File: src/rtl/uart_rx_mv.sv
// UART receive front-end: synchronises RxD, samples each bit three times around mid-bit
// and majority-votes, producing character strobes, framing/break flags and a good-character count.
module uart_rx_mv #(
    parameter int unsigned WIDTH       = 32,
    parameter int unsigned SYNC_STAGES = 2
) (
    input  logic             clk,
    input  logic             reset,
    input  logic             rxd,
    input  logic             rx_en,
    input  logic [WIDTH-1:0] cycles_per_bit,
    output logic             rx_valid,
    output logic [7:0]       rx_data,
    output logic             rx_break,
    output logic             frame_err,
    output logic [31:0]      char_count
);

    typedef enum logic [2:0] {IDLE, START, DATA, STOP, BRK_WAIT} state_t;

    state_t state, state_next;

    logic [SYNC_STAGES-1:0] sync;
    logic                   rs, rs_d;
    logic [WIDTH-1:0]       cpb_l, cc, brk_cnt, half;
    logic [2:0]             bit_idx;
    logic [7:0]             shift;
    logic                   s0, s1;
    logic                   maj, at_dec, at_end, start_edge, in_frame, brk_done, stop_dec;

    assign rs         = sync[SYNC_STAGES-1];
    assign half       = cpb_l >> 1;
    assign at_dec     = (cc == half + WIDTH'(1));
    assign at_end     = (cc == cpb_l - WIDTH'(1));
    assign maj        = (s0 & s1) | (s0 & rs) | (s1 & rs);
    assign start_edge = rx_en && rs_d && !rs;
    assign in_frame   = (state == START) || (state == DATA) || (state == STOP);
    assign brk_done   = rs && (brk_cnt == half - WIDTH'(1));
    assign stop_dec   = rx_en && (state == STOP) && at_dec;

    always_comb begin
        state_next = state;
        case (state)
            IDLE:     if (start_edge) state_next = START;
            // A start bit that votes high is treated as a glitch, not a frame.
            START:    if (at_dec && maj) state_next = IDLE;
                      else if (at_end)   state_next = DATA;
            DATA:     if (at_end && bit_idx == 3'd7) state_next = STOP;
            STOP:     if (at_dec) state_next = maj ? IDLE : BRK_WAIT;
            BRK_WAIT: if (brk_done) state_next = IDLE;
            default:  state_next = IDLE;
        endcase
        if (!rx_en) state_next = IDLE;
    end

    always_ff @(posedge clk) begin
        if (reset) begin
            state      <= IDLE;
            sync       <= '1;
            rs_d       <= 1'b1;
            cpb_l      <= '0;
            cc         <= '0;
            brk_cnt    <= '0;
            bit_idx    <= '0;
            shift      <= '0;
            s0         <= 1'b0;
            s1         <= 1'b0;
            rx_valid   <= 1'b0;
            rx_data    <= '0;
            rx_break   <= 1'b0;
            frame_err  <= 1'b0;
            char_count <= '0;
        end else begin
            state     <= state_next;
            sync      <= {sync[SYNC_STAGES-2:0], rxd};
            rs_d      <= rs;
            rx_valid  <= 1'b0;
            frame_err <= 1'b0;

            if (state == IDLE && start_edge) begin
                cc    <= '0;
                cpb_l <= (cycles_per_bit < WIDTH'(4)) ? WIDTH'(4) : cycles_per_bit;
            end else if (in_frame) begin
                cc <= at_end ? '0 : cc + WIDTH'(1);
                if (cc == half - WIDTH'(1)) s0 <= rs;
                if (cc == half)             s1 <= rs;
                if (state == START && at_end) bit_idx <= '0;
                if (state == DATA) begin
                    if (at_dec) shift   <= {maj, shift[7:1]};
                    if (at_end) bit_idx <= bit_idx + 3'd1;
                end
            end

            // Counts consecutive high line cycles while waiting out a break or bad stop bit.
            if (state == BRK_WAIT) brk_cnt <= rs ? brk_cnt + WIDTH'(1) : '0;
            else                   brk_cnt <= '0;

            if (stop_dec) begin
                if (maj) begin
                    rx_valid   <= 1'b1;
                    rx_data    <= shift;
                    char_count <= char_count + 32'd1;
                end else if (shift != 8'd0) begin
                    frame_err <= 1'b1;
                end else begin
                    rx_break <= 1'b1;
                end
            end

            if (!rx_en || (state == BRK_WAIT && brk_done)) rx_break <= 1'b0;
        end
    end

endmodule

File: config.mk
export PLATFORM = sky130hd
export DESIGN_NAME = uart_rx_mv
export DESIGN_NICKNAME = d
export VERILOG_FILES = /design/src/rtl/uart_rx_mv.sv
export SDC_FILE = /design/constraint.sdc
export NUM_CORES = 1
export LEC_CHECK = 0
export CAP_MARGIN = 10
export CORE_MARGIN = 2
export CORE_UTILIZATION = 37
export DETAILED_ROUTE_END_ITERATION = 10
export HOLD_SLACK_MARGIN = 0.05
export PLACE_DENSITY_LB_ADDON = 0.15
export SLEW_MARGIN = 40
export SYNTH_ARGS = -nofsm -noshare
export SYNTH_HDL_FRONTEND = slang
export SYNTH_SLANG_ARGS = --single-unit
File: constraint.sdc
create_clock -name clk -period 6.8 [get_ports clk]
set_clock_uncertainty 0.05 [all_clocks]
set_input_delay 1.36 -clock clk [delete_from_list [all_inputs] [get_ports clk]]
set_output_delay 1.36 -clock clk [all_outputs]
set_load 0.005 [all_outputs]
==> results of run 1 <==
==> power by group through the flow <==
stage	logic [mW]	registers (mW)	clock network, mW
after floorplan	0.244	0.954	0
after global placement	0.332	0.971	0
after detailed placement	0.332	0.971	0
after CTS	0.334	0.949	1.02
after global routing	0.366	0.951	1.06
final	0.338	0.950	1.00
==> layout make-up <==
class | count | area (µm²)
fill | 2974 | 16400
multi-input combinational | 1104 | 7220
sequential | 158 | 3160
timing repair buffer | 89 | 858
tap | 384 | 480
clock buffer | 17 | 425
clock inverter | 15 | 193
inverter | 29 | 109
==> cell usage in the layout (no fill, tap or decap), drive strengths merged, types with 49 or more instances in the layout <==
master	count
nand3	62
nor4	49
dfxtp	158
nor2	165
a21oi	51
nand2	87
xnor2	125
clkdlybuf4s50	77
xor2	93
nand4	65
o21ai	53
==> flip-flops by register name, indices dropped and copies added (netlist names), 2 cells and up <==
register / cells
brk_cnt: 32
cc: 32
char_count: 32
cpb_l: 32
rx_data: 8
shift: 8
bit_idx: 3
state: 3
sync: 2
==> logic make-up after synthesis <==
group | after synthesis
AND/OR/NAND/NOR | 626
AO/OA/AOI/OAI | 224
XOR/XNOR | 218
flip-flops | 158
buffers and inverters | 136
multiplexers | 28
adder cells (fa/ha/maj) | 8
==> cell usage after synthesis (35+ instances only) <==
master      n  area, µm²
nand3_1    61        305
a21oi_1    51        255
clkbuf_1   67        251
xor2_1     92        806
nor2_1    164        616
nor3_1     35        175
xnor2_1   125       1090
o21ai_0    50        250
nand2_1    87        327
nor4_1     45        282
nand4_1    64        400
dfxtp_1   158       3160
==> worst min path at each step <==
stage	start	end	cells after the start	slack [ns]
after floorplan	sync[0]	sync[1]	1	0.34
after global placement	sync[0]	sync[1]	1	0.35
after detailed placement	sync[0]	sync[1]	1	0.34
after CTS	sync[0]	sync[1]	1	0.36
after global routing	sync[0]	sync[1]	1	0.40
final	sync[0]	sync[1]	1	0.37
==> worst max-delay path, stage by stage, from the launching register on <==
cell and delay, ns:
dfxtp_1 0.47, inv_1 0.15, ha_1 0.34, nor3b_2 0.56, nand4_1 0.30, or4_1 0.52, a2111oi_0 0.41, o2111ai_1 0.21
nor2_1 0.29, nand4_1 0.32, o21ai_4 0.64, buf_4 0.27, nor2b_1 0.05
==> metal layers <==
metal  part of all wire  vias to the layer above  wire [µm]
met5                  0                        -          0
met1               0.49                     4863      17200
li1                   -                     5036          -
met3              0.059                       67       2080
met2               0.42                      350      14900
met4              0.031                        0       1090
==> results.md, run 1 <==
- Outcome: finished, final reports clean
- Final WL: 35,300 µm
- DRC violation count after routing: 0
- Asr flop ratio synth: 0
- Distinct cells, synth: 81
- ANT nets after route: 0
- Die Span X: roughly 180 µm
- Top-level port count: 79
- Flop and latch count out of synthesis: between 150 and 200
- Later-pin clock latency in the skew report: 0.45 ns
- Crit path from: cpb_l[1]
- CP max FO: 25
- Mux contribution to synthesized area: 0.0265
- R2R Path End: cc[4]
- CTS clk-pin slew, worst paths: ~0.08 ns
- Maximum clock path buffer count: 2
- Register area share after synthesis: 0.290
- Die Area: 0.0309 mm²
- Busiest grt layer: met2
- Final worst-path cycle share: 0.692
- Largest net degree at the start of global routing: between 40 and 50
- Leakage: between 4 and 5 nW
- Grt total ovfl: 0
- Post-synth EDFFs: 0
- Post-synthesis adder-cell area fraction: 0.00918
- M2 GR Usage: 0.339
- Worst IR Drop VDD: between 0.1 and 0.15 mV
- GP Congestion: around 0.97
- Final Util: 0.431
- Combinational Power Share: 0.148
- Net Count, Synth: between 1,000 and 1,500
- Fin crit period: around 4.7 ns
- Internal power: 1.57 mW
- Vias in the first global route: approximately 9,600
- Reg-to-reg slack, setup: 2.09 ns
- CTS tree: done
- Hold Violations, Final: 0
- Via density per instance: about 5.7
- Synth warn: 0
- Max Cap Viol: 0
- Synth Area in XOR/XNOR: 0.176
- First drt pass iteration count: 8
- Cells after Synth: between 1,000 and 1,500
- Clock Tree Root: clkbuf_16
- Critical path destination: cc[4]
- Peak Freq: 212 MHz
- Part of the power in registers: 0.415
- Std cell rows: just over 60
- PwrDens: around 180 mW/mm²
- Hold_ws: between 0.3 and 0.4 ns
- RSZ-0062 raised after global routing: no
- Nets: around 1,400
- Die H: 176 µm
- Critical Path RT: between 7 and 8 ns
- TritonCTS Buffers: 17
- Sw frac: 0.315
- Placed Cells: ~1,800
- Worst r2r src: cpb_l[1]
- Pre-CTS setup slack: roughly 2.2 ns
- DP Area: ~0.012 mm²
- DRT iter0 DRCs: between 1,000 and 1,500
- Non-Filler Instances: 1,796
- Crit end category: register
- DP Wirelength: approximately 27,000 µm
- DR vias: approximately 10,000
- Fin area: around 0.012 mm²
- PnR Total Power: ~2.3 mW
- Post-Synth Simple-Gate Area: 0.310
- Number of H-tree levels: 4
- Tightest Pin Transition: 0.881 ns
- Initial antenna violation count: 0
- Final setup fails: 0
- Met1 Use GR: 0.335
- R2R depth: 12
- Crit start category: register
- Initial Utilization: 0.378
- Area fraction in compound gates after synthesis: 0.136
- Max-slew headroom: 0.407
- First-pass GRT wire length: 55,500 µm
- Setup CP Type: reg2reg
- Primary FF master, synth: dfxtp_1
- Post-CTS setup buffers: 0
- Min-Delay Path Class: reg2reg
- Num Clock Sinks: approximately 160
- Grt met3 use: 0.0379
- Core Box Area: 0.0289 mm²
- Area of the mapped netlist: roughly 0.011 mm²
- Avg Cell Area, Syn: between 7 and 8 µm²
- CP arrival: 4.99 ns
- Hold-fix buffers, CTS: 0
- All-Layer GR Usage: 0.229
- Setup ws final: roughly 2.1 ns
- Setup TNS Final: 0 ns
- Area grow syn2layout: 14.1%
- Post-cts sizing count: 0
- P_sw: 720 µW
- N_diodes: 0
- Drt wl/cell: 19.7 µm
- Port bufs: 78
- Max Slew Vio Count: 0
- Clock Power Share: 0.437
- Largest family of logic cells by synthesized area: simple AND/OR/NAND/NOR gates
- Share of cells above drive strength 1: 0.0659
Power figures use the tool's default switching activity.
==> run 2: changes to the inputs <==
- clock period: 6.8 -> 4.15 ns (I/O delays scaled with it)
==> run 2 against run 1 <==
Against the previous run: non-clock buffer count up 65; die area unchanged; cell count up 3.6%; routed wire length up 9.3%; register-to-register slack worse by 1.9 ns; hold slack worse by 0.0030 ns; count of clock-buffer cells in the layout up 3; critical path depth down 2; power up 69%; flip-flop and latch count unchanged; sequential share of layout area down 1.0 points; critical endpoint is now shift[3]; highest routed layer unchanged.
==> results.md, run 2 (same netlist as run 1, synthesis figures left out) <==
- Max Cap Viol: 0
- Port bufs: 78
- Die Area: between 0.03 and 0.04 mm²
- Hold Violations, Final: 0
- Final worst-path cycle share: 0.947
- Setup TNS Final: 0 ns
- Commonest non-fill, non-tap cell in the layout: nor2_1
- Vias in the first global route: 9,951
- Grt total ovfl: 0
- RSZ-0062 raised after global routing: no
- Hold-fix buffers, CTS: 0
- Tightest Pin Transition: between 0.7 and 0.8 ns
- CTS tree: done
- Die H: 176 µm
- GP Congestion: roughly 0.97
- Critical Path RT: ~4.5 ns
- DP Area: 0.0123 mm²
- Peak Freq: 254 MHz
- CTS clk-pin slew, worst paths: about 0.07 ns
- First-pass GRT wire length: ~60,000 µm
- Fin crit period: 3.93 ns
- DRT iter0 DRCs: 976
- Std cell rows: slightly above 60
- PnR Total Power: around 3.9 mW
- Min-Delay Path Class: reg2reg
- All-Layer GR Usage: 0.252
- Fin area: 0.0130 mm²
- Share of cells above drive strength 1: 0.107
- Initial Utilization: 0.378
- Clock Tree Root: clkbuf_16
- First drt pass iteration count: 6
- Crit end category: register
- Nets: between 1,500 and 2,000
- Via density per instance: 5.76
- Max-slew headroom: 0.490
- DP Wirelength: around 30,000 µm
- Min-Delay Endpoint: sync[1]
- Largest net degree at the start of global routing: 34
- Outcome: finished, final reports clean
- Top-level port count: 79
- Reg-to-reg slack, setup: ~0.22 ns
- CP arrival: between 4 and 5 ns
- Final setup fails: 0
- Setup CP Type: reg2reg
- Die Span X: 176 µm
- CP max FO: 10
- Worst r2r src: cpb_l[1]
- PwrDens: about 300 mW/mm²
- Core Box Area: roughly 0.029 mm²
- Number of H-tree levels: 4
- Drt wl/cell: slightly above 20 µm
- Max Slew Vio Count: 0
- Worst Hold Launch: sync[0]
- Final WL: 38,600 µm
- R2R Path End: shift[3]
- DR vias: 10,711
- N_diodes: 0
- Most frequent cells in the layout: 161 x nor2_1, 158 x dfxtp_1, 125 x xnor2_1, 92 x xor2_1, 87 x nand2_1
- TritonCTS Buffers: 17
- Later-pin clock latency in the skew report: around 0.45 ns
- Num Clock Sinks: 158
- Initial antenna violation count: 0
- Hold Path Cell Cnt: 1
- Crit start category: register
- Maximum clock path buffer count: 2
- Worst IR Drop VDD: about 0.23 mV
- R2R depth: 10
- Area grow syn2layout: 18.8%
- DRC violation count after routing: 0
- Leakage: roughly 4.6 nW
- ANT nets after route: 0
## run 2: cell count changes in the layout (fill, tap and decap cells not counted), sizes merged
cell and delta:
clkbuf +3, clkinv -8, buf +65, inv +2, bufinv +3
## run 2: routing by layer
layer	vias up	share of wire	track usage
met5	-	0	0
met4	0	0.031	0.0947
met3	70	0.077	0.0578
met2	413	0.42	0.361
met1	5067	0.48	0.364
li1	5161	-	-
## run 2: how the worst max path moves through the flow
| stage | startpoint | endpoint | slack [ns] | cells after the start |
|---|---|---|---|---|
| after global placement | cpb_l[1] | cc[3] | 0.07 | 12 |
| after global routing | cpb_l[1] | char_count[29] | 0.01 | 10 |
| after detailed placement | cpb_l[1] | cc[2] | 0.15 | 12 |
| after floorplan | cpb_l[1] | cc[0] | 0.67 | 14 |
| after CTS | cpb_l[1] | cc[2] | 0.12 | 12 |
| final | cpb_l[1] | shift[3] | 0.22 | 10 |
## run 2: report_power, final
part           internal [mW]  switching (mW)  total [mW]
logic                  0.257           0.380       0.637
registers               1.52          0.0149        1.54
clock network          0.982           0.721        1.70
## run 2: per-stage QoR
stage	instances	setup slack, ns	hold WS, ns	util
detailed placement	1829	0.149	0.355	0.427
CTS	1861	0.121	0.369	0.448
global placement	1829	0.0663	0.369	0.427
global route	1861	0.00979	0.380	0.449
finish	1861	0.220	0.365	0.449
floorplan	1398	0.671	0.339	-
## run 2: repair_timing
action / 4_1_cts / 5_1_grt
resized for setup: 0 / 5
buffers inserted: 0 / 0
setup endpoints to repair: 0 / 35
endpoints found under the hold margin: 0 / 0
## run 2: critical path, stage by stage (launching register included)
cell       delay [ns]
dfxtp_1          0.56
nand2_1          0.36
or4_4            0.67
nor2_8           0.18
a2bb2oi_1        0.20
nand4_1          0.12
or4_1            0.75
buf_4            0.25
nor2_1           0.43
nand2_1          0.12
a21oi_1          0.16
## run 2: area by class of cell
| class | count | area [µm²] |
|---|---|---|
| Tap cell | 384 | 480 |
| Multi-Input combinational cell | 1104 | 7210 |
| Clock inverter | 12 | 173 |
| Timing Repair Buffer | 154 | 1370 |
| Fill cell | 2898 | 15900 |
| Clock buffer | 20 | 447 |
| Inverter | 29 | 109 |
| Sequential cell | 158 | 3160 |
==> run 3: changes to the inputs <==
--- a/config.mk
+++ b/config.mk
@@ -12,5 +12,4 @@
 export HOLD_SLACK_MARGIN = 0.05
 export PLACE_DENSITY_LB_ADDON = 0.15
-export SLEW_MARGIN = 40
 export SYNTH_ARGS = -nofsm -noshare
 export SYNTH_HDL_FRONTEND = slang
==> constraint.sdc (replaced) <==
create_clock -name clk -period 4.15 [get_ports clk]
set_clock_uncertainty 0.05 [all_clocks]
set_input_delay 0.415 -clock clk [delete_from_list [all_inputs] [get_ports clk]]
set_output_delay 0.415 -clock clk [all_outputs]
set_load 0.005 [all_outputs]
==> run 3 against run 2 <==
Against the previous run: via count is 0.43% higher; die area stayed put; global-route usage is 0.24 points lower; routed wire length is 0.80% lower; cell count is 0.16% higher; critical path type unchanged.
==> results.md, run 3 (same netlist as run 1, synthesis figures left out) <==
- Combinational Power Share: 0.173
- Crit start category: register
- Port bufs: 78
- Via density per instance: slightly below 6
- Placed Cells: 1,832
- Busiest grt layer: met1
- Non-Filler Instances: about 1,900
- R2R depth: 11
- Final setup fails: 0
- Max-slew headroom: 0.479
- Top-level port count: a little under 80
- PwrDens: about 280 mW/mm²
- Crit path from: cpb_l[8]
- Buf/Inv on CP: 2
- Commonest non-fill, non-tap cell in the layout: nor2_1
- DRT iter0 DRCs: between 900 and 1,000
- Later-pin clock latency in the skew report: approximately 0.45 ns
- Share of cells above drive strength 1: 0.111
- Vias in the first global route: ~10,000
- Part of the power in registers: 0.420
- Clock Tree Root: clkbuf_16
- Setup CP Type: reg2reg
- Fin crit period: 3.85 ns
- Die Area: just over 0.03 mm²
- Pre-CTS setup slack: 0.176 ns
- Initial Utilization: 0.378
- GP Congestion: ~1
- Max Cap Viol: 0
- Worst IR Drop VDD: ~0.34 mV
- Setup ws final: a little over 0.3 ns
- Crit path max-delay family: simple AND/OR/NAND/NOR gates
- Worst r2r src: cpb_l[8]
- Initial antenna violation count: 0
- Largest net degree at the start of global routing: 56
- Number of H-tree levels: 4
- Std cell rows: 62
- CP max FO: 20
- First drt pass iteration count: 5
- Die H: 176 µm
- M2 GR Usage: 0.353
- RSZ-0062 raised after global routing: no
- ANT nets after route: 0
- Critical path destination: cc[2]
- Num Clock Sinks: 158
- Setup TNS Final: 0 ns
- TritonCTS Buffers: 17
- Leakage: 4.61 nW
- Final WL: 38,300 µm
- Grt total ovfl: 0
- Post-cts sizing count: 0
- Sw frac: 0.298
- First-pass GRT wire length: 59,100 µm
- Most frequent cells in the layout: 162 x nor2_1, 158 x dfxtp_1, 125 x xnor2_1, 92 x xor2_1, 86 x nand2_1
- Internal power: between 2 and 3 mW
- P_sw: approximately 1.1 mW
- Hold Violations, Final: 0
- Critical Path RT: approximately 4.4 ns
- Final worst-path cycle share: 0.927
- Crit end category: register
- DP Wirelength: a little under 30,000 µm
- Core Box Area: 0.0289 mm²
- Critical-path cell list: buf_4, nor4_4, nand4_1, or4_1, a2111oi_2, o2111ai_2, nor2_1, nand4_1, o21ai_2, buf_4, nor2_1
- Outcome: finished, final reports clean
- N_diodes: 0
- Post-CTS setup buffers: 0
- Die Span X: 176 µm
- CTS clk-pin slew, worst paths: approximately 0.070 ns
- CTS tree: done
- DRC violation count after routing: 0
- Drt wl/cell: between 20 and 25 µm
- Max stage delay on crit path: 0.52 ns
- Met1 Use GR: 0.359
- Hold-fix buffers, CTS: 0
- Crit-path slowest cell: or4_1
- Maximum clock path buffer count: 2
- Grt met3 use: 0.0623
- DR vias: ~11,000
- All-Layer GR Usage: 0.249
- DP Area: 0.0123 mm²
- WP depth: 11
- Nets: about 1,500
- Tightest Pin Transition: slightly below 0.8 ns
- Clock Power Share: 0.406
- Min-Delay Path Class: in2reg
- Peak Freq: around 260 MHz
- Max Slew Vio Count: 0
- R2R Path End: cc[2]
- Fin area: roughly 0.013 mm²
- Reg-to-reg slack, setup: ~0.30 ns
- Area grow syn2layout: 18.4%
- CP arrival: around 4.1 ns
run 3: power by group through the flow:
stage	Combinational, mW	Sequential, mW	Clock (mW)
5_1_grt	0.678	1.54	1.59
3_3_place_gp	0.611	1.57	0
6_report	0.636	1.54	1.49
4_1_cts	0.612	1.54	1.53
3_5_place_dp	0.609	1.57	0
2_1_floorplan	0.400	1.56	0
run 3: how the worst min path moves through the flow:
stage | startpoint | end | cells after the start
6_report | reset | s0 | 2
4_1_cts | reset | s1 | 2
3_3_place_gp | sync[0] | sync[1] | 1
2_1_floorplan | sync[0] | sync[1] | 1
5_1_grt | reset | char_count[21] | 2
3_5_place_dp | sync[0] | sync[1] | 1
run 3: final cells by class:
cell class	instances	area (µm²)
Fill cell	2914	15900
Multi-Input combinational cell	1104	7230
Sequential cell	158	3160
Timing Repair Buffer	157	1380
Tap cell	384	480
Clock buffer	18	439
Clock inverter	14	113
Inverter	29	109
run 3: layer usage:
metal,routed length (µm),vias to the layer above
met1,18100,5060
li1,-,5165
met3,3070,69
met4,1240,0
met2,15900,463
met5,0,-
run 3: stage by stage:
| stage | utilization | hold WS, ns | power (mW) |
|---|---|---|---|
| after global placement | 0.427 | 0.354 | 2.18 |
| after global routing | 0.447 | 0.310 | 3.81 |
| final | 0.447 | 0.303 | 3.67 |
| after CTS | 0.446 | 0.288 | 3.68 |
| after floorplan | - | 0.339 | 1.96 |
| after detailed placement | 0.427 | 0.360 | 2.18 |
==> RTL edit (config.mk and constraints of run 3) <==
Reset style: asynchronous (`reset`), changed in one clocked block.
--- a/src/rtl/uart_rx_mv.sv
+++ b/src/rtl/uart_rx_mv.sv
@@ -54,5 +54,5 @@
     end
 
-    always_ff @(posedge clk) begin
+    always_ff @(posedge clk or posedge reset) begin
         if (reset) begin
             state      <= IDLE;
Check against the original RTL: same outputs for any inputs over 10 cycles, from zero or initial values and one cycle with reset high; that may be too few to reach the edited logic, so the function may still have changed.
==> RTL edit against run 3 <==
  * Hold slack better by 0.0080 ns
  * Sequential cell count is the same
  * Routed wire length down 1.7%
  * Setup slack got worse by 0.11 ns
  * Critical endpoint is now s0$_DFFE_PP0P_
  * Count of clock-buffer cells in the layout fell by 1
  * Sequential share of layout area rose by 4.4 points
  * Cell area increased by 5.9%
  * Synthesized area is 6.5% higher
  * Critical path type unchanged
Power is not compared: it rests on default switching activity, and its combinational part moved more than twofold at a synthesized area within 25%.
==> RTL edit: results (changes against run 3) <==
vias in the first global route: 10175 (was 10057)
maximum number of pins on one net before global-route repair: 66 (was 56)
clock power share: 30.4%
cell family with most CP delay: simple AND/OR/NAND/NOR gates (unchanged)
Root Driver: clkbuf_16 (unchanged)
global-route wire length before repair: 59700 um (was 59100 um)
area post-placement: 0.0131 mm2 (was 0.0123 mm2)
Post-DP HPWL: 29300 um (was 29800 um)
Cells after Synth: 1345 (was 1398)
initial antenna violation count: 0 (unchanged)
Total Nets Final: 1463 (was 1511)
# Post-CTS Setup Buffers: 0 (unchanged)
Ant. Diodes: 0 (unchanged)
Worst-Skew Late Latency: 0.45 ns (about the same)
router iterations before antenna repair: 5 (unchanged)
Seq/Total Area, Yosys: 34.1% (was 29.0%)
status: finished clean (unchanged)
CTS H-tree lvls: 4 (unchanged)
initial drt markers: 796 (was 974)
Cell Count, Final, Fillers Out: 1828 (was 1864)
total wire length: 37600 um (was 38300 um)
critical path peak fanout: 10 (was 20)
Synth area leaders: dfrtp_1 33%, xnor2_1 9.2%, xor2_1 8.1%, mux2_2 4.7%, nand2_1 3.9% (was dfxtp_1 29%, xnor2_1 10%, xor2_1 7.4%, nor2_1 5.6%, nand4_1 3.7%)
layout cell share with drive strength beyond 1: 13.7% (was 11.1%)
CTS Buf Count: 17 (unchanged)
GP Congestion: 0.965 (was 1.01)
Setup WS pre-CTS: 0.241 ns (was 0.176 ns)
GRT Overall Usage: 23.5% (was 24.9%)
Cell variety after synth: 73 (was 81)
Seq. pwr: 1.85 mW
Async S/R FF share, synth: 100% (was 0%)
Max clock buf depth: 2 (unchanged)
# port buffers: 78 (unchanged)
Vias/cell: 5.58 (was 5.77)
cts repair resizes: 0 (unchanged)
nets in the synthesized netlist: 1389 (was 1442)
Worst Hold Class: flip-flop to flip-flop (was input port to flip-flop)
worst vdd ir: 0.274 mV
Commonest cells post-synth: 155 x dfrtp_1, 122 x xnor2_1, 120 x nand2_1, 113 x nor2_1, 108 x xor2_1 (was 164 x nor2_1, 158 x dfxtp_1, 125 x xnor2_1, 92 x xor2_1, 87 x nand2_1)
max incr delay on CP: 0.64 ns (was 0.52 ns)
Tot Pwr: 5.12 mW
Arrival @ worst endpoint: 4.23 ns (was 4.13 ns)
actual transition at the worst max-transition pin: 1.14 ns (was 0.774 ns)
Switching Power: 1.96 mW
==> RTL edit: cell types whose count changed in the layout (fill, tap and decap cells not counted), sizes merged, moves of 16 or more <==
cell,delta
dfxtp,-158
o21ai,-17
nor2,-51
nand2,+34
dfrtp,+155
mux2,+41
mux2i,-16
a22o,-28
a21oi,-34
==> RTL edit: cells by family after synthesis <==
kind of cell	synth area share (%)
muxes	5.09
buffers and inverters	4.91
AOI/OAI and AO/OA	8.80
and+or+nand+nor	28.8
adders and majority gates	0.948
xor gates and xnor gates	17.3
DFF	34.1
==> RTL edit: final timing paths <==
path / start / to / slack, ns / depth (start not counted)
min: sync[0]$_DFF_PP1_ / sync[1]$_DFF_PP1_ / 0.31 / 0
max reg2reg: cpb_l[1]$_DFFE_PP0P_ / s0$_DFFE_PP0P_ / 0.19 / 11
min in group asynchronous: reset / bit_idx[1]$_DFFE_PP0P_ / 0.51 / 2
max in group asynchronous: reset / sync[1]$_DFF_PP1_ / 2.67 / 3
max: cpb_l[1]$_DFFE_PP0P_ / s0$_DFFE_PP0P_ / 0.19 / 11
min reg2reg: sync[0]$_DFF_PP1_ / sync[1]$_DFF_PP1_ / 0.31 / 0
==> RTL edit: layer usage <==
layer | wire length [um] | vias to the layer above | share of wire (%) | GRT usage (%)
met1 | 18400 | 4959 | 49 | 34.4
met2 | 16600 | 247 | 44 | 35.7
li1 | - | 4969 | - | -
met3 | 1850 | 34 | 4.9 | 3.53
met5 | 0 | - | 0 | 0
met4 | 788 | 0 | 2.1 | 6.80
==> RTL edit: area by class of cell <==
cell class / instances / area, um2
multi-input cells: 1053 / 7100
flip-flops and latches: 158 / 3960
clock buffers: 17 / 425
fillers: 3113 / 17100
inverters: 28 / 109
well taps: 396 / 495
clock inverters: 15 / 149
repair buffers: 161 / 1440
